`config.mk`:
```
export PLATFORM = sky130hd
export DESIGN_NAME = adder_seq_scheduler
export DESIGN_NICKNAME = d
export VERILOG_FILES = /design/src/rtl/adder_seq_scheduler.sv
export SDC_FILE = /design/constraint.sdc
export NUM_CORES = 1
export LEC_CHECK = 0
export ABC_CLOCK_PERIOD_IN_PS = 4270
export CAP_MARGIN = 40
export CORE_MARGIN = 10
export CORE_UTILIZATION = 41
export CTS_CLUSTER_DIAMETER = 150
export DETAILED_ROUTE_END_ITERATION = 8
export PLACE_DENSITY = 0.8
export SYNTH_ARGS = -nofsm -noshare
export SYNTH_HDL_FRONTEND = slang
export SYNTH_SLANG_ARGS = --single-unit
```
`constraint.sdc`:
```
create_clock -name clk -period 4.27 [get_ports clk]
set_clock_uncertainty 0.1 [all_clocks]
set_input_delay 1.281 -clock clk [delete_from_list [all_inputs] [get_ports clk]]
set_output_delay 1.281 -clock clk [all_outputs]
set_load 0.02 [all_outputs]
```
`src/rtl/adder_seq_scheduler.sv`:
```
// Four-way arbiter around a shared SEG-bit adder slice; each request is summed over WIDTH/SEG cycles.
// Define ADDER_SEQ_SCHED_FIXED_PRIO_EN for lowest-index-wins arbitration instead of round-robin.
module adder_seq_scheduler #(
  parameter int WIDTH = 16,
  parameter int SEG   = 4
) (
  input  logic               clk,
  input  logic               rst,
  input  logic [3:0]         req_valid,
  output logic [3:0]         req_ready,
  input  logic [4*WIDTH-1:0] req_a0,
  input  logic [4*WIDTH-1:0] req_a1,
  output logic               out_valid,
  input  logic               out_ready,
  output logic [WIDTH:0]     out_sum,
  output logic [1:0]         out_id
);

  localparam int K  = WIDTH / SEG;
  localparam int CW = (K > 1) ? $clog2(K) : 1;

  typedef enum logic [1:0] {IDLE, ADD, DONE} state_t;

  state_t           state, state_nxt;
  logic [WIDTH-1:0] a0_q, a1_q;
  logic [WIDTH:0]   sum_q;
  logic             carry_q;
  logic [CW-1:0]    seg_q;
  logic [1:0]       id_q;
  logic             grant_any;
  logic [1:0]       grant_id;
  logic [SEG:0]     seg_sum;
  logic             last_seg;

`ifdef ADDER_SEQ_SCHED_FIXED_PRIO_EN
  always_comb begin
    grant_any = 1'b0;
    grant_id  = 2'd0;
    for (int i = 3; i >= 0; i--) begin
      if (req_valid[i]) begin
        grant_any = 1'b1;
        grant_id  = 2'(i);
      end
    end
  end
`else
  logic [1:0] ptr_q;

  // Search starts at ptr and wraps; the 2-bit add gives the modulo-4 for free.
  always_comb begin
    grant_any = 1'b0;
    grant_id  = ptr_q;
    for (int k = 0; k < 4; k++) begin
      if (!grant_any && req_valid[ptr_q + 2'(k)]) begin
        grant_any = 1'b1;
        grant_id  = ptr_q + 2'(k);
      end
    end
  end

  always_ff @(posedge clk) begin
    if (rst)
      ptr_q <= 2'd0;
    else if (state == IDLE && grant_any)
      ptr_q <= grant_id + 2'd1;
  end
`endif

  always_comb begin
    seg_sum  = {1'b0, a0_q[seg_q*SEG +: SEG]} + {1'b0, a1_q[seg_q*SEG +: SEG]}
             + {{SEG{1'b0}}, carry_q};
    last_seg = (seg_q == CW'(K - 1));
  end

  always_ff @(posedge clk) begin
    if (rst)
      state <= IDLE;
    else
      state <= state_nxt;
  end

  always_comb begin
    state_nxt = state;
    req_ready = 4'b0000;
    case (state)
      IDLE: begin
        if (grant_any) begin
          state_nxt = ADD;
          req_ready = 4'b0001 << grant_id;
        end
      end
      ADD:     if (last_seg) state_nxt = DONE;
      DONE:    if (out_ready) state_nxt = IDLE;
      default: state_nxt = IDLE;
    endcase
    if (rst)
      req_ready = 4'b0000;
  end

  // The final segment's carry-out becomes sum[WIDTH], so nothing overflows.
  always_ff @(posedge clk) begin
    if (rst) begin
      a0_q    <= '0;
      a1_q    <= '0;
      sum_q   <= '0;
      carry_q <= 1'b0;
      seg_q   <= '0;
      id_q    <= 2'd0;
    end else begin
      case (state)
        IDLE: begin
          if (grant_any) begin
            a0_q    <= req_a0[grant_id*WIDTH +: WIDTH];
            a1_q    <= req_a1[grant_id*WIDTH +: WIDTH];
            id_q    <= grant_id;
            sum_q   <= '0;
            carry_q <= 1'b0;
            seg_q   <= '0;
          end
        end
        ADD: begin
          sum_q[seg_q*SEG +: SEG] <= seg_sum[SEG-1:0];
          carry_q                 <= seg_sum[SEG];
          if (last_seg) begin
            sum_q[WIDTH] <= seg_sum[SEG];
            seg_q        <= '0;
          end else begin
            seg_q <= seg_q + CW'(1);
          end
        end
        default: ;
      endcase
    end
  end

  assign out_valid = (state == DONE);
  assign out_sum   = sum_q;
  assign out_id    = id_q;

endmodule

```
Word-level counts from Yosys, hierarchy flattened
Index checks and enable logic that the tools add are counted.
{ "classes": {"n_shift": 7, "n_addsub": 8, "n_lt_le_gt_ge": 4, "reduce_logical": 12, "n_mux": 31, "n_eq_ne": 6} }
{ "ops": {"columns": ["operator", "n"], "rows": [
  ["variable part select 64 x 7 -> 16 bit", 2],
  ["negation 4 -> 34 bit", 1],
  ["case mux 17 bit (2 select lines)", 1],
  ["variable shift 4 x 34 -> 17 bit, first input constant", 1],
  ["variable part select 4 x 34 -> 17 bit", 1],
  ["variable part select 16 x 5 -> 4 bit", 2],
  ["bitwise mux 17 bit", 1],
  ["2-to-1 mux 17 bit", 1],
  ["2-to-1 mux 2 bit", 8],
  ["< comparator 2 x 3 -> 1 bit, second input constant", 4],
  ["2-to-1 mux 4 bit", 3],
  ["2-to-1 mux 1 bit", 10],
  ["binary-select mux 1 bit (select 2 bit)", 4],
  ["adder 2 x 1 -> 2 bit, second input constant", 3],
  ["case mux 2 bit (3 select lines)", 1],
  ["adder 4 x 4 -> 5 bit", 1],
  ["adder 5 x 1 -> 5 bit", 1],
  ["adder 2 bit, second input constant", 2],
  ["== test 2 bit, second input constant", 2],
  ["logical AND 1 bit", 4],
  ["!= test 2 bit, second input constant", 2],
  ["case mux 2 bit (2 select lines)", 1],
  ["AND reduction 2 bit", 2],
  ["left shift 1 x 2 -> 4 bit, first input constant", 1],
  ["7 further kinds", 9]
]} }
{ "word_totals": {"elab_cells": 76, "reg_bits": 58, "out_inout_bits": 24, "input_bits": 135} }

Logic depth before layout (Yosys ltp)
Gate-level depths: netlist of run 1.
{ "depth": {"depth_word": 16, "mapped_depth": 9, "mapped_depth_nobuf": 8} }

Worst setup path after synthesis of run 1
No wires, ideal clock.
{ "synth_path": {"path_type": "input-to-output", "startpoint": "input port req_valid[0]", "endpoint": "output port req_ready[0]", "cell_stages": 8, "n_path_buf": 2, "t_arrival_ns": 2.627, "path_slack_ns": 0.262, "path_cell_list": "nor2b_1 > o21ba_2 > a221oi_4 > buf_6 > buf_6 > inv_1 > ha_1 > and2_1"} }
{ "synth_between": {"elab_chain_cells": 16} }
{ "synth_lines": {"columns": ["item", "line_no", "rtl"], "rows": [
  ["from (decl)", "9", "input logic [3:0] req_valid,"],
  ["binary-select mux 1 bit (select 2 bit)", "54", "if (!grant_any && req_valid[ptr_q + 2'(k)]) begin"],
  ["2-to-1 mux 1 bit (implied by the code)", "54", null],
  ["2-to-1 mux 1 bit", "54", null],
  ["logical NOT 1 bit", "54", null],
  ["logical AND 1 bit", "54", null],
  ["2-to-1 mux 1 bit", "54", null],
  ["logical NOT 1 bit", "54", null],
  ["logical AND 1 bit", "54", null],
  ["2-to-1 mux 1 bit", "54", null],
  ["logical NOT 1 bit", "54", null],
  ["logical AND 1 bit", "54", null],
  ["2-to-1 mux 2 bit (*)", "54", null],
  ["net grant_id[0]", "31", "logic [1:0] grant_id;"],
  ["left shift 1 x 2 -> 4 bit (*)", "89", "req_ready = 4'b0001 << grant_id;"],
  ["2-to-1 mux 4 bit (*)", "87", "if (grant_any) begin"],
  ["2-to-1 mux 4 bit (*)", "85", "case (state)"],
  ["2-to-1 mux 4 bit (*)", "96", "if (rst)"],
  ["to (decl)", "10", "output logic [3:0] req_ready,"]
]} }
The timed path passes the listed nets; every way through them passes the cells marked *. The select of a mux whose other input is x is not followed.

Worst setup path after layout of run 1
{ "layout_path": {"startpoint": "input port req_valid[2]", "endpoint": "output port req_ready[3]"} }
Same word-level chain as after synthesis.

==> results.py, run 1 <==
metrics = {
    "synthesis": {
        "asyncSetResetFlopFracSynth": 0,
        "synth.avg_cell_area_um2": 9.64,
        "synth-seq-area-share": 0.346,
        "postSynth.topFlopCell": "sky130_fd_sc_hd__dfxtp_1",
        "netlist-cell-type-count": 38,
        "synth_largest_type_area_fraction": 0.346,
        "mappedNetlistNets": 496,
        "post-synth-top-area-cell": "sky130_fd_sc_hd__dfxtp_1",
        "synthesis.yosys.warnings": 0,
        "syn_area_um2": 3360,
        "postSynthCellCount": 348,
        "yosys_register_bits": 58,
        "synth-edff-count": 0,
        "most_used_standard_cell_by_instance_count_after_synthesis": "sky130_fd_sc_hd__mux2i_1",
        "synth.area.top_cells": "sky130_fd_sc_hd__dfxtp_1, sky130_fd_sc_hd__mux2i_1, sky130_fd_sc_hd__o221ai_1",
        "post_synth_most_frequent_cells": "sky130_fd_sc_hd__mux2i_1, sky130_fd_sc_hd__dfxtp_1, sky130_fd_sc_hd__nand2_1",
    },
    "setup_path": {
        "timing.critical_path.slowest_cell_delay_ns": 0.31,
        "worst_ep_required_time_ns": 2.89,
        "timing.critical_path.from_type": "input pin",
        "crit_chain": "dlygate4sd2_1 > nor2b_1 > a221o_1 > o22ai_4 > inv_2 > ha_1 > and2_1 > buf_2",
        "rr_worst_depth": 9,
        "worst-path-max-fanout": 4,
        "timing.critical_path.slowest_stage_cell": "sky130_fd_sc_hd__a221o_1",
        "setup.worst_path.class": "input pin to primary output",
        "cp.arrival_ns": 2.82,
        "worst_setup_path_end_kind": "primary output",
    },
    "grt": {
        "grt_first_pass_wirelength_mm": 18.0,
        "grtUsageMet1": 0.180,
        "grt_use_met3": 0.0540,
        "met2_track_usage_gr": 0.317,
        "grt_start_max_net_pins": 51,
        "via_count_of_the_first_global_routing_pass": 3654,
        "antenna_found_initial": 0,
        "grt.overflow.total": 0,
        "global_route.usage.total": 0.173,
        "global_route_hottest_layer": "met2",
    },
    "placement": {
        "detailedPlacementHpwl_mm": 8.91,
        "placed_cells": 597,
        "buffers_added_on_ports": 158,
        "dp_slack_ns": -0.565,
        "gpl.final_weighted_congestion": 0.844,
    },
    "floorplanning": {
        "initial_utilization": 0.428,
        "die_h_um": 110,
        "coreArea_um2": 7850,
        "ioPinCount": 159,
        "dieArea_um2": 12200,
        "std_cell_rows": 32,
        "chipWidth_um": 110,
    },
    "sta": {
        "finalHoldViolations": 0,
        "slew_headroom": 0.479,
        "worst_slew_pin_slew_ns": 0.781,
        "post-route-period-util": 0.983,
        "layout_min_cycle_time_ns": 4.20,
        "drv_slew": 0,
        "rsz0062_at_grt": "no",
        "max_clock_freq_mhz": 238,
        "fin_ws_ns": 0.0734,
        "setup_viol": 0,
    },
    "drt": {
        "routed_wl_mm": 11.0,
        "ant_nets": 0,
        "vias": 3321,
        "drcViolationCount": 0,
        "detailed_routing_iterations_pass_1": 4,
        "route.detailed.vias_per_inst": 5.40,
        "wl_per_cell_um": 17.9,
        "first_iter_violations": 129,
    },
    "clocking": {
        "ctsRootBufferMaster": "sky130_fd_sc_hd__clkbuf_8",
        "clock_latency_ns": 0.34,
        "clock_path_buffers": 2,
        "cts_buffer_count": 9,
        "cts.reportedPaths.clkPinSlew_ns": 0.06,
        "clock_sinks": 58,
        "post_cts_hold_buffer_count": 0,
        "htree_levels": 3,
        "cts_tree": "yes",
    },
    "power": {
        "total_leakage_power_nw": 2.09,
        "switching_power_mw": 0.540,
        "comb_power_share": 0.331,
        "seq_power_share": 0.358,
        "cellPowerDensity_nw_per_um2": 344,
        "peakVddDrop_mv": 0.152,
        "internal_power_mw": 1.27,
        "report.power.total_mw": 1.81,
        "clock_power_share": 0.311,
        "netSwitchingFraction": 0.298,
    },
    "cells_and_area": {
        "multi_input_comb_area_um2": 2050,
        "diodes": 0,
        "nNetsFinal": 656,
        "post_route_cells_drive_above_1_share": 0.0975,
        "finish.cell_count_without_fillers": 615,
        "area.sequential_um2": 1160,
        "areaGrowthSynthToFinish_pct": 56.9,
        "postLayoutCoreUtil": 0.671,
        "final.fill_count": 671,
    },
    "min_path": {
        "worst_hold_path_type": "flip-flop to flip-flop",
        "holdPathStages": 2,
    },
    "run": {
        "max_cap_violations": 0,
    },
    "run_status": {
        "status": "complete, no violations",
    },
}
-- area by class of cell --
type | count | area share
repair buffers | 173 | 0.319
well taps | 102 | 0.0242
multi-input cells | 259 | 0.390
flip-flops and latches | 58 | 0.221
clock inverters | 5 | 0.0147
inverters | 7 | 0.00499
clock buffers | 11 | 0.0269
-- cells in the final DEF (no fill, tap or decap), types with 2 or more instances in the layout --
cell and instances:
sky130_fd_sc_hd__a21o_1 3, sky130_fd_sc_hd__a21oi_1 8, sky130_fd_sc_hd__a22oi_1 15, sky130_fd_sc_hd__a31oi_1 2
sky130_fd_sc_hd__a32oi_1 2, sky130_fd_sc_hd__and2_1 4, sky130_fd_sc_hd__buf_2 4, sky130_fd_sc_hd__buf_4 14
sky130_fd_sc_hd__bufinv_16 2, sky130_fd_sc_hd__clkbuf_8 10, sky130_fd_sc_hd__clkdlybuf4s50_1 150, sky130_fd_sc_hd__clkinv_2 2
sky130_fd_sc_hd__dfxtp_1 58, sky130_fd_sc_hd__dlygate4sd2_1 3, sky130_fd_sc_hd__fa_1 2, sky130_fd_sc_hd__ha_1 11
sky130_fd_sc_hd__inv_1 6, sky130_fd_sc_hd__mux2i_1 64, sky130_fd_sc_hd__mux4_2 8, sky130_fd_sc_hd__nand2_1 45
sky130_fd_sc_hd__nand2b_1 2, sky130_fd_sc_hd__nand3_1 4, sky130_fd_sc_hd__nor2_1 27, sky130_fd_sc_hd__nor2_2 3
sky130_fd_sc_hd__nor2b_1 7, sky130_fd_sc_hd__nor3_1 4, sky130_fd_sc_hd__o221ai_1 32, sky130_fd_sc_hd__o22ai_1 4
-- worst max-delay path, delay by kind of cell --
family          cells  cell delay, ns
buf+inv             3            0.49
compound gates      2            0.55
fa+ha+maj           1            0.20
simple gates        2            0.29
-- path summary, 6_finish.rpt --
path / start / to / slack [ns]
max: req_valid[2] / req_ready[3] / 0.07
min: out_id[1]$_SDFFE_PP0P_ / out_id[1]$_SDFFE_PP0P_ / 0.36
max reg2reg: seg_q[0]$_SDFFE_PP0P_ / out_sum[16]$_SDFFE_PP0P_ / 1.15
min reg2reg: out_id[1]$_SDFFE_PP0P_ / out_id[1]$_SDFFE_PP0P_ / 0.36
-- routing by layer --
metal,up-vias,part of all wire
li1,1625,-
met1,1569,0.38
met2,117,0.53
met3,10,0.071
met4,0,0.013
met5,-,0
-- cells by family after synthesis --
group	synth area share
compound gates	0.180
xor+xnor	0.00522
fa+ha+maj	0.0529
buf+inv	0.0455
flops	0.346
mux	0.245
simple gates	0.126
-- timing repair --
item,4_1_cts,5_1_grt
setup buffers,2,0
setup endpoints to repair,4,2
pin swaps,2,1
resized for setup,21,1
-- sequential cells by signal, summed over array words and instances (netlist names) --
| name | cells |
|---|---|
| a0_q | 16 |
| a1_q | 16 |
| carry_q | 1 |
| out_id | 2 |
| out_sum | 17 |
| ptr_q | 2 |
| seg_q | 2 |
| state | 2 |
-- power by group through the flow --
stage	Clock (mW)	Combinational [mW]	Sequential (mW)
after floorplan	0	0.374	0.649
after global placement	0	0.583	0.656
after detailed placement	0	0.600	0.659
after CTS	0.570	0.605	0.649
after global routing	0.596	0.653	0.657
final	0.563	0.599	0.649
-- stage by stage --
step	hold WS (ns)	instance area (um2)	TNS, ns
6_report	0.359	5260	0
5_1_grt	0.389	5260	0
4_1_cts	0.363	5260	0
3_5_place_dp	0.348	5050	-2.25
3_3_place_gp	0.338	5030	-1.98
2_1_floorplan	0.327	3360	0
Power figures use the tool's default switching activity.
==> inputs of run 2 (changes only) <==
PLACE_DENSITY = default   (was 0.8)
PLACE_DENSITY_LB_ADDON = 0.25   (was default)
==> run 2 against run 1 <==
Sequential share of layout area down 0.15 points. Critical path depth stayed put. Core utilization increased by 0.46 points. Non-clock buffer count grew 3. Critical endpoint is now req_ready[2]. Largest power group unchanged.
==> results.py, run 2 (synthesis results as in run 1) <==
metrics = {
    "setup_path": {
        "timing.critical_path.slowest_stage_cell": "sky130_fd_sc_hd__dlygate4sd2_1",
        "worst-path-max-fanout": 5,
        "crit_chain": "dlygate4sd2_1 > nor2b_1 > o21ba_2 > a221oi_4 > inv_1 > ha_1 > and2_1 > buf_4",
        "setup.worst_path.class": "input pin to primary output",
        "worst_ep_required_time_ns": 2.89,
        "worst_setup_path_end_kind": "primary output",
        "timing.critical_path.from_type": "input pin",
        "timing.critical_path.slowest_cell_delay_ns": 0.28,
        "cp.arrival_ns": 2.81,
    },
    "cells_and_area": {
        "nNetsFinal": 659,
        "postLayoutCoreUtil": 0.675,
        "layout_commonest_cell": "sky130_fd_sc_hd__clkdlybuf4s50_1",
        "diodes": 0,
        "final_cell_mix": "sky130_fd_sc_hd__clkdlybuf4s50_1, sky130_fd_sc_hd__mux2i_1, sky130_fd_sc_hd__dfxtp_1",
        "final.fill_count": 646,
        "post_route_cells_drive_above_1_share": 0.105,
        "number_of_flip_flops_under_the_largest_register_name": 17,
        "finish.cell_count_without_fillers": 617,
        "areaGrowthSynthToFinish_pct": 57.9,
    },
    "drt": {
        "route.detailed.vias_per_inst": 5.30,
        "vias": 3268,
        "ant_nets": 0,
        "routed_wl_mm": 10.8,
        "wl_per_cell_um": 17.4,
        "first_iter_violations": 118,
        "detailed_routing_iterations_pass_1": 4,
        "drcViolationCount": 0,
    },
    "min_path": {
        "worst_hold_path_type": "flip-flop to flip-flop",
    },
    "placement": {
        "buffers_added_on_ports": 158,
        "detailedPlacementHpwl_mm": 8.61,
        "placed_cells": 599,
        "gpl.final_weighted_congestion": 0.853,
    },
    "floorplanning": {
        "coreArea_um2": 7850,
        "die_h_um": 110,
        "std_cell_rows": 32,
        "ioPinCount": 159,
        "dieArea_um2": 12200,
        "chipWidth_um": 110,
        "initial_utilization": 0.428,
    },
    "clocking": {
        "clock_latency_ns": 0.33,
        "clock_path_buffers": 2,
        "ctsRootBufferMaster": "sky130_fd_sc_hd__clkbuf_8",
        "post_cts_hold_buffer_count": 0,
        "htree_levels": 3,
        "cts.reportedPaths.clkPinSlew_ns": 0.06,
        "cts_tree": "yes",
        "clock_sinks": 58,
        "cts_buffer_count": 9,
    },
    "sta": {
        "slew_headroom": 0.498,
        "worst_slew_pin_slew_ns": 0.751,
        "totalNegativeSetupSlack_ns": 0,
        "max_clock_freq_mhz": 239,
        "layout_min_cycle_time_ns": 4.19,
        "rsz0062_at_grt": "yes",
        "setup_viol": 0,
        "post-route-period-util": 0.982,
        "drv_slew": 0,
        "finalHoldViolations": 0,
    },
    "run": {
        "max_cap_violations": 0,
    },
    "power": {
        "total_leakage_power_nw": 2.11,
        "cellPowerDensity_nw_per_um2": 335,
        "peakVddDrop_mv": 0.206,
    },
    "grt": {
        "grt_first_pass_wirelength_mm": 17.3,
        "global_route.usage.total": 0.170,
        "grt.overflow.total": 0,
        "grt_start_max_net_pins": 40,
        "via_count_of_the_first_global_routing_pass": 3509,
        "antenna_found_initial": 0,
    },
    "run_status": {
        "status": "complete, no violations",
    },
}
run 2: through the flow:
step	total power, mW	setup WS [ns]	area (um2)	hold slack (ns)
after global placement	1.24	-0.507	5040	0.342
after floorplan	1.02	0.262	3360	0.327
after global routing	1.88	-0.00750	5300	0.393
final	1.77	0.0788	5300	0.362
after detailed placement	1.27	-0.597	5080	0.347
after CTS	1.79	0.0437	5290	0.362
run 2: cell type report:
type	count	area (um2)	area share
clock buffers	13	169	0.0319
clock inverters	2	35.0	0.00661
inverters	7	26.3	0.00496
multi-input cells	259	2060	0.388
flip-flops and latches	58	1160	0.219
well taps	102	128	0.0241
repair buffers	176	1720	0.325
run 2: final timing paths:
path	startpoint	endpoint	slack, ns	depth (start not counted)
max	req_valid[0]	req_ready[2]	0.08	8
max reg2reg	seg_q[0]$_SDFFE_PP0P_	out_sum[16]$_SDFFE_PP0P_	1.24	8
min	a0_q[11]$_SDFFE_PP0P_	a0_q[11]$_SDFFE_PP0P_	0.36	2
min reg2reg	a0_q[11]$_SDFFE_PP0P_	a0_q[11]$_SDFFE_PP0P_	0.36	2
run 2: report_power, final:
| part | internal, mW | total [mW] | switching (mW) |
|---|---|---|---|
| registers | 0.605 | 0.647 | 0.0415 |
| clock network | 0.313 | 0.516 | 0.203 |
| logic | 0.335 | 0.612 | 0.277 |
run 2: critical path, delay by kind of cell:
family	cells	cell delay, ns
AOI/OAI and AO/OA	2	0.50
buffers and inverters	3	0.54
adders and majority gates	1	0.19
and+or+nand+nor	2	0.30
run 2: timing repair:
action | 4_1_cts | 5_1_grt
gates resized for setup | 22 | 4
setup endpoints to repair | 4 | 3
buffers inserted | 2 | 1
endpoints found under the hold margin | 0 | 0
pin swaps | 2 | 1
run 2: metal layers:
| metal | global-route usage | share of wire |
|---|---|---|
| met1 | 0.174 | 0.37 |
| met2 | 0.300 | 0.53 |
| met3 | 0.0778 | 0.082 |
| met4 | 0.0544 | 0.014 |
| met5 | 0 | 0 |
